[src/rtl/regfile_dump_unit.sv]
// regfile_dump_unit
//   Scans an inclusive range of architectural registers through a dedicated
//   combinational read port. It streams {index, value} beats over a
//   valid/ready interface. It optionally suppresses registers that read zero,
//   and a running dump can be aborted.
//
// Ports
//   clk, reset               core clock, synchronous active-high reset
//   start, first_idx,        command strobe and inclusive range,
//   last_idx, skip_zero      sampled only in IDLE
//   abort                    drop a running dump (SCAN/DRAIN) back to IDLE
//   rd_addr / rd_data        register-file read port (combinational read)
//   out_valid/out_ready      beat handshake
//   out_idx/out_data         beat payload
//   busy                     high in SCAN and DRAIN
//   done                     1-cycle pulse on normal completion
//   err                      1-cycle pulse on an illegal range
//   beat_count               beats emitted in the current or last dump
module regfile_dump_unit #(
   parameter int XLEN   = 32,
   parameter int NREGS  = 32,
   parameter int ADDR_W = $clog2(NREGS)
) (
   input  logic              clk,
   input  logic              reset,
   input  logic              start,
   input  logic [ADDR_W-1:0] first_idx,
   input  logic [ADDR_W-1:0] last_idx,
   input  logic              skip_zero,
   input  logic              abort,
   output logic [ADDR_W-1:0] rd_addr,
   input  logic [XLEN-1:0]   rd_data,
   output logic              out_valid,
   input  logic              out_ready,
   output logic [ADDR_W-1:0] out_idx,
   output logic [XLEN-1:0]   out_data,
   output logic              busy,
   output logic              done,
   output logic              err,
   output logic [ADDR_W:0]   beat_count
);

   typedef enum logic [1:0] {IDLE, SCAN, DRAIN} state_t;

   localparam logic [ADDR_W:0] NREGS_C = (ADDR_W+1)'(NREGS);

   state_t            state;
   logic [ADDR_W-1:0] ptr;
   logic [ADDR_W-1:0] last_q;
   logic              skip_q;

   // The range check is one bit wider so that last_idx < NREGS holds for
   // non-power-of-two register files.
   logic legal;
   logic slot_free;

   assign legal     = (first_idx <= last_idx) && ({1'b0, last_idx} < NREGS_C);
   assign slot_free = !out_valid || out_ready;

   // The read address is the scan pointer itself. rd_data therefore always
   // reflects the current pointer, including re-reads during a stall.
   assign rd_addr = ptr;
   assign busy    = (state != IDLE);

   always_ff @(posedge clk) begin
      if (reset) begin
         state      <= IDLE;
         ptr        <= '0;
         last_q     <= '0;
         skip_q     <= 1'b0;
         out_valid  <= 1'b0;
         out_idx    <= '0;
         out_data   <= '0;
         done       <= 1'b0;
         err        <= 1'b0;
         beat_count <= '0;
      end else begin
         done <= 1'b0;
         err  <= 1'b0;
         case (state)
            IDLE: begin
               // start takes priority over abort here; abort only matters
               // while a dump is running.
               if (start) begin
                  if (legal) begin
                     ptr        <= first_idx;
                     last_q     <= last_idx;
                     skip_q     <= skip_zero;
                     beat_count <= '0;
                     state      <= SCAN;
                  end else begin
                     err <= 1'b1;
                  end
               end
            end
            SCAN: begin
               if (abort) begin
                  out_valid <= 1'b0;
                  state     <= IDLE;
               end else if (slot_free) begin
                  if (skip_q && rd_data == '0) begin
                     out_valid <= 1'b0;
                  end else begin
                     out_valid  <= 1'b1;
                     out_idx    <= ptr;
                     out_data   <= rd_data;
                     beat_count <= beat_count + (ADDR_W+1)'(1);
                  end
                  // last_q < NREGS is guaranteed at start, so ptr never wraps.
                  if (ptr == last_q) state <= DRAIN;
                  else               ptr   <= ptr + ADDR_W'(1);
               end
            end
            DRAIN: begin
               if (abort) begin
                  out_valid <= 1'b0;
                  state     <= IDLE;
               end else if (!(out_valid && !out_ready)) begin
                  out_valid <= 1'b0;
                  done      <= 1'b1;
                  state     <= IDLE;
               end
            end
            default: state <= IDLE;
         endcase
      end
   end

endmodule

[config.mk]
export PLATFORM = sky130hd
export DESIGN_NAME = regfile_dump_unit
export DESIGN_NICKNAME = d
export VERILOG_FILES = /design/src/rtl/regfile_dump_unit.sv
export SDC_FILE = /design/constraint.sdc
export NUM_CORES = 1
export LEC_CHECK = 0
export CAP_MARGIN = 30
export CORE_UTILIZATION = 35
export CTS_CLUSTER_DIAMETER = 200
export DETAILED_ROUTE_END_ITERATION = 8
export PLACE_DENSITY_LB_ADDON = 0.05
export SLEW_MARGIN = 25
export SYNTH_ARGS = -nofsm -noshare
export SYNTH_HDL_FRONTEND = slang
export SYNTH_SLANG_ARGS = --single-unit
[constraint.sdc]
create_clock -name clk -period 2.5 [get_ports clk]
set_input_delay 0.25 -clock clk [delete_from_list [all_inputs] [get_ports clk]]
set_output_delay 0.25 -clock clk [all_outputs]
set_load 0.02 [all_outputs]
==> results of run 1 <==
## layer usage
| layer | routed length, um | GRT usage | vias up |
|---|---|---|---|
| met2 | 3140 | 0.291 | 68 |
| met5 | 9 | 0 | - |
| li1 | - | - | 1304 |
| met1 | 3190 | 0.236 | 1168 |
| met4 | 112 | 0.0760 | 2 |
| met3 | 444 | 0.0594 | 11 |
## cell type report
cell class	instances	area, sq um	area share
clock inverters	5	52.6	0.0136
clock buffers	11	141	0.0366
well taps	96	120	0.0311
inverters	9	33.8	0.00874
flip-flops and latches	59	1180	0.306
repair buffers	108	1070	0.276
multi-input cells	237	1270	0.329
## through the flow
stage                     worst slack (ns)  TNS (ns)
final                                0.330         0
after global routing                 0.131         0
after CTS                            0.341         0
after detailed placement           -0.0192   -0.0192
after global placement             -0.0124   -0.0124
after floorplan                      0.634         0
## sequential cells by signal (all words and copies together) (netlist names)
register,flops
out_data,32
done,1
skip_q,1
beat_count,6
last_q,5
state,2
out_idx,5
out_valid,1
rd_addr,5
err,1
## worst paths after layout
check                  endpoint   startpoint
setup / recovery     rd_addr[1]  last_idx[3]
hold / removal           skip_q        reset
setup reg to reg  beat_count[1]       skip_q
hold reg to reg     out_data[2]  out_data[2]
## layout by cell type, fill, tap and decap left out, types with 2 or more instances in the layout
| master | count |
|---|---|
| clkdlybuf4s50_1 | 98 |
| nand2_1 | 92 |
| dfxtp_1 | 59 |
| a21oi_1 | 48 |
| nor2_1 | 16 |
| clkbuf_8 | 10 |
| inv_1 | 9 |
| nor4_1 | 8 |
| nand3_1 | 8 |
| buf_4 | 8 |
| mux2i_1 | 7 |
| ha_1 | 7 |
| or3_1 | 5 |
| xor2_1 | 5 |
| nor2b_1 | 4 |
| nor3_1 | 4 |
| a32o_1 | 3 |
| o21ai_1 | 3 |
| clkinv_2 | 3 |
| or4_1 | 2 |
| o22ai_1 | 2 |
| and3_1 | 2 |
| o21ai_0 | 2 |
| nand3b_1 | 2 |
| a311oi_1 | 2 |
| a31oi_1 | 2 |
## power groups by stage
stage | clock [mW] | combinational [mW] | sequential [mW]
2_1_floorplan | 0 | 0.189 | 1.07
3_3_place_gp | 0 | 0.432 | 1.04
3_5_place_dp | 0 | 0.434 | 1.04
4_1_cts | 0.879 | 0.436 | 1.02
5_1_grt | 0.915 | 0.476 | 1.03
6_report | 0.853 | 0.432 | 1.02
## worst max-delay path: cells and delay by family
| family | cells | cell delay, ns |
|---|---|---|
| compound gates | 3 | 0.60 |
| fa+ha+maj | 1 | 0.28 |
| buf+inv | 3 | 0.70 |
| simple gates | 3 | 0.59 |
## kinds of logic after synthesis
family                     synth area share
buffers and inverters                0.0515
adders and majority gates            0.0340
and+or+nand+nor                       0.264
DFF                                   0.458
muxes                                0.0272
AOI/OAI and AO/OA                     0.148
xor gates and xnor gates             0.0170
==> reports/qor.yml, run 1 <==
outcome:
  outcome: "completed"
layout:
  final_nets: 479
  final_cell_area_sq_um: 3860
  final_util: 0.557
  nFillCells: 703
  final_cells: 525
  area_growth_pct: 50.0
  drive_gt1_frac: 0.0699
  num_antenna_cells: 0
setup_path:
  worst-setup-path-type: "in2reg"
  cp_max_fo: 8
  path_cells: "clkdlybuf4s50_1 -> inv_1 -> ha_1 -> and4_1 -> o2bb2ai_1 -> o211ai_1 -> and3_1 -> buf_4 -> nor2_1 -> a311oi_1"
  critPathLaunchType: "input pin"
  r2r_slack_ns: 0.51
  slowest_stage: "clkdlybuf4s50_1"
  cpPeakStageDelay_ns: 0.48
  r2r_cells: 6
  worstPathArrival_ns: 2.41
  crit_path_end_kind: "register"
  crit_required_ns: 2.74
synth:
  ys_types: 38
  yosys-top-cells-area: "dfxtp_1, nand2_1, a21oi_1, ha_1, mux2i_1"
  synth_edf_count: 0
  synthArstFlopShare: 0
  ys_seq_area_frac: 0.458
  mappedNetlistArea_sq_um: 2580
  ys_warn_count: 0
  syn-num-nets: 379
  yosysMostFrequentCell: "nand2_1"
  synth_top_cell_by_area: "dfxtp_1"
  synth.avg_cell_area_sq_um: 7.96
  synth.top_cell.area_share: 0.458
  synth-seq-cells: 59
  synth_commonest_cells: "nand2_1, dfxtp_1, a21oi_1"
  syn_inst: 324
  ys.flop_type: "dfxtp_1"
clock_tree:
  root_buffer: "clkbuf_8"
  clkSlewWorstSetupHoldPaths_ns: 0.06
  cts_tree: "built"
  cts_setup_buffers: 0
  cts.path.max_buffers: 2
  cts_buffers: 9
  htree_levels: 3
  clk_latency_ns: 0.34
  clkSinkCount: 59
  cts_resized: 0
  postCtsHoldBufs: 0
power_and_ir_drop:
  p_sw_frac: 0.272
  leakagePower_nw: 1.43
  internal_power_mw: 1.68
  p_switching_uw: 629
  pwr-share-seq: 0.443
  pwr-share-comb: 0.187
  p_clk_frac: 0.369
  powerDensity_nw_per_um2: 597
  vdd_ir_drop_max_mv: 0.503
  power.total_mw: 2.31
floorplanning:
  start_util: 0.371
  ios: 100
  row_count: 30
  die_h_um: 87.8
  dieArea_sq_um: 7710
  fp.dieW_um: 87.8
  core_sq_um: 6940
placement:
  numPortBuffers: 99
  dp_hpwl_mm: 5.01
  post_dp_cell_area_sq_um: 3670
  place_congestion: 0.814
  placed_cells: 509
hold_path:
  hold_class: "in2reg"
  whs_path_depth: 2
route:
  drc_errors: 0
  vias: 2553
  routedWlPerCell_um: 13.1
  routed_wl_mm: 6.90
  dr.pass1.iters: 4
  first_iter_violations: 71
  vias_per_cell: 4.86
  ant_nets: 0
timing:
  max_freq_mhz: 461
  worstMarginPinSlew_ns: 0.781
  clock_skew_ns: 0.00691
  post-route-period-util: 0.868
  rsz0062_at_grt: "false"
  slew_violations: 0
  relSlewSlack: 0.475
  hold_viol_final: 0
  post-route-min-period_ns: 2.17
  hold_ws_ns: 0.381
  setup_viol: 0
run:
  cap_violations: 0
global_route:
  grt_first_pass_wirelength_mm: 11.0
  grt-ovfl-total: 0
  grt_pass1_vias: 2348
  grt.total_usage: 0.186
  grt_max_degree: 33
  antenna_found_initial: 1
Power figures use the tool's default switching activity.
==> inputs of run 2 (changes only) <==
--- a/config.mk
+++ b/config.mk
@@ -9,6 +9,7 @@
 export CORE_UTILIZATION = 35
 export CTS_CLUSTER_DIAMETER = 200
 export DETAILED_ROUTE_END_ITERATION = 8
+export GPL_TIMING_DRIVEN = 0
 export PLACE_DENSITY_LB_ADDON = 0.05
 export SLEW_MARGIN = 25
 export SYNTH_ARGS = -nofsm -noshare
==> run 2 against run 1 <==
Compared with the run above: final area rose by 0.36%; wire length rose by 3.2%; critical path depth did not move; count of clock-buffer cells in the layout rose by 1; total power rose by 0.91%; non-clock buffer count rose by 9; via count rose by 1.4%; global-route usage rose by 0.39 points; critical endpoint is now rd_addr[2]; highest routed layer is now met4.
==> reports/qor.yml, run 2 (same netlist as run 1, synthesis figures left out) <==
run:
  cap_violations: 0  # unchanged
setup_path:
  worstPathArrival_ns: 2.46  # +0.05 ns
  r2r_cells: 6  # unchanged
  timing.rr.end: "out_data[16]"
  timing.rr.start: "state[0]"
  critical_path.startpoint: "last_idx[3]"
  critPathLaunchType: "input pin"
  worst-setup-path-type: "in2reg"
  r2r_slack_ns: 0.46  # -0.05 ns
  crit_path_end_kind: "register"
  cp_max_fo: 10  # +2
  crit_required_ns: 2.72  # -0.02 ns
clock_tree:
  cts.path.max_buffers: 2  # unchanged
  cts_tree: "built"
  clkSlewWorstSetupHoldPaths_ns: 0.06  # about the same
  cts_buffers: 9  # unchanged
  clkSinkCount: 59  # unchanged
  htree_levels: 3  # unchanged
  clk_latency_ns: 0.33  # about the same
  cts_resized: 0  # unchanged
  cts_setup_buffers: 0  # unchanged
  root_buffer: "clkbuf_8"
  postCtsHoldBufs: 0  # unchanged
power_and_ir_drop:
  internal_power_mw: 1.72  # +2.4%
  p_switching_uw: 609  # -3.2%
  power.total_mw: 2.33  # +0.91%
  powerDensity_nw_per_um2: 600  # +0.55%
  vdd_ir_drop_max_mv: 0.316  # -37%
  pwr-share-seq: 0.440  # -0.003
  pwr-share-comb: 0.184  # -0.003
  leakagePower_nw: 1.43  # about the same
  p_clk_frac: 0.376  # +0.007
  p_sw_frac: 0.261  # -0.0110
global_route:
  grt_pass1_vias: 2345  # -0.13%
  grt_first_pass_wirelength_mm: 11.0  # +0.57%
  grt-ovfl-total: 0  # unchanged
  grt.total_usage: 0.190  # +0.00394
  grt_max_degree: 11  # -67%
  antenna_found_initial: 0  # -1
timing:
  post-route-min-period_ns: 2.24  # +0.0742 ns
  clock_skew_ns: 0.00753  # +0.000619 ns
  hold_ws_ns: 0.372  # -0.00886 ns
  relSlewSlack: 0.614  # +0.139
  hold_viol_final: 0  # unchanged
  setup_viol: 0  # unchanged
  rsz0062_at_grt: "false"
  slew_violations: 0  # unchanged
  post-route-period-util: 0.898  # +0.0297
  max_freq_mhz: 446  # -3.3%
  worstMarginPinSlew_ns: 0.579  # -0.202 ns
layout:
  drive_gt1_frac: 0.0573  # -0.0126
  final_util: 0.559  # +0.00198
  largest_register: "out_data"
  final_nets: 488  # +1.9%
  layout_commonest_cell: "clkdlybuf4s50_1"
  num_antenna_cells: 0  # unchanged
  final_cell_mix: "clkdlybuf4s50_1, nand2_1, dfxtp_1"
  nFillCells: 714  # +1.6%
  largest_register_ffs: 32  # unchanged
  area_growth_pct: 50.5
  top_regs: "out_data: 32 flops, beat_count: 6 flops"
  multiInputGateArea_sq_um: 1260  # -0.49%
  regArea_sq_um: 1180  # unchanged
route:
  first_iter_violations: 99  # +39%
  drc_errors: 0  # unchanged
  vias_per_cell: 4.87  # about the same
  vias: 2589  # +1.4%
  routed_wl_mm: 7.12  # +3.2%
  dr.pass1.iters: 4  # unchanged
  ant_nets: 0  # unchanged
  routedWlPerCell_um: 13.4  # +1.8%
floorplanning:
  start_util: 0.371  # unchanged
  dieArea_sq_um: 7710  # unchanged
  core_sq_um: 6940  # unchanged
  fp.dieW_um: 87.8  # unchanged
  ios: 100  # unchanged
  row_count: 30  # unchanged
  die_h_um: 87.8  # unchanged
hold_path:
  whs_path_depth: 3  # +1
  hold_class: "in2reg"
  worstHoldStart: "reset"
  holdPathEnd: "rd_addr[2]"
outcome:
  outcome: "completed"
placement:
  numPortBuffers: 98  # -1.0%
  dp_hpwl_mm: 5.37  # +7.1%
  place_congestion: 0.841  # +3.4%
run 2: cell types whose count changed in the layout (fill, tap and decap cells not counted), moves of 2 or more:
cell,previous run,this run
buf_2,1,4
buf_6,0,3
clkbuf_8,10,12
clkinv_2,3,1
clkbuf_1,1,11
buf_4,8,0
run 2: worst max-delay path by stage:
stage | to | cells after the start
6_report | rd_addr[2] | 10
5_1_grt | out_data[16] | 9
4_1_cts | rd_addr[2] | 10
3_5_place_dp | rd_addr[2] | 10
3_3_place_gp | rd_addr[2] | 10
2_1_floorplan | rd_addr[2] | 9
run 2: per-stage QoR:
step | std cells | area [sq um] | TNS (ns) | setup slack [ns]
2_1_floorplan | 324 | 2580 | 0 | 0.634
6_report | 532 | 3880 | 0 | 0.256
4_1_cts | 532 | 3880 | 0 | 0.271
3_3_place_gp | 518 | 3680 | -0.315 | -0.0359
5_1_grt | 532 | 3880 | 0 | 0.0743
3_5_place_dp | 518 | 3680 | -0.962 | -0.0754
run 2: critical path, cell delays in order:
cell and delay (ns):
clkdlybuf4s50_1 0.47, inv_1 0.05, ha_1 0.28, and4_1 0.21, o2bb2ai_1 0.15, o211ai_1 0.26, and3_1 0.19, buf_2 0.20
o21ai_0 0.12, a32o_1 0.27
run 2: final cells by class:
type,count,area share
multi-input cells,237,0.326
clock buffers,12,0.0426
plain buffers,19,0.0255
repair buffers,98,0.253
clock inverters,2,0.00903
inverters,9,0.00871
well taps,96,0.0310
flip-flops and latches,59,0.305
run 2: per-layer routing:
| metal | part of all wire | global-route usage | vias up |
|---|---|---|---|
| li1 | - | - | 1331 |
| met1 | 0.49 | 0.249 | 1174 |
| met4 | 0.014 | 0.0835 | 0 |
| met3 | 0.059 | 0.0443 | 12 |
| met2 | 0.44 | 0.297 | 72 |
| met5 | 0 | 0 | - |
run 2: power groups by stage:
stage	logic, mW	clock network, mW	registers [mW]
after detailed placement	0.431	0	1.04
after global placement	0.428	0	1.04
final	0.430	0.875	1.02
after floorplan	0.189	0	1.07
after CTS	0.433	0.906	1.02
after global routing	0.471	0.941	1.03
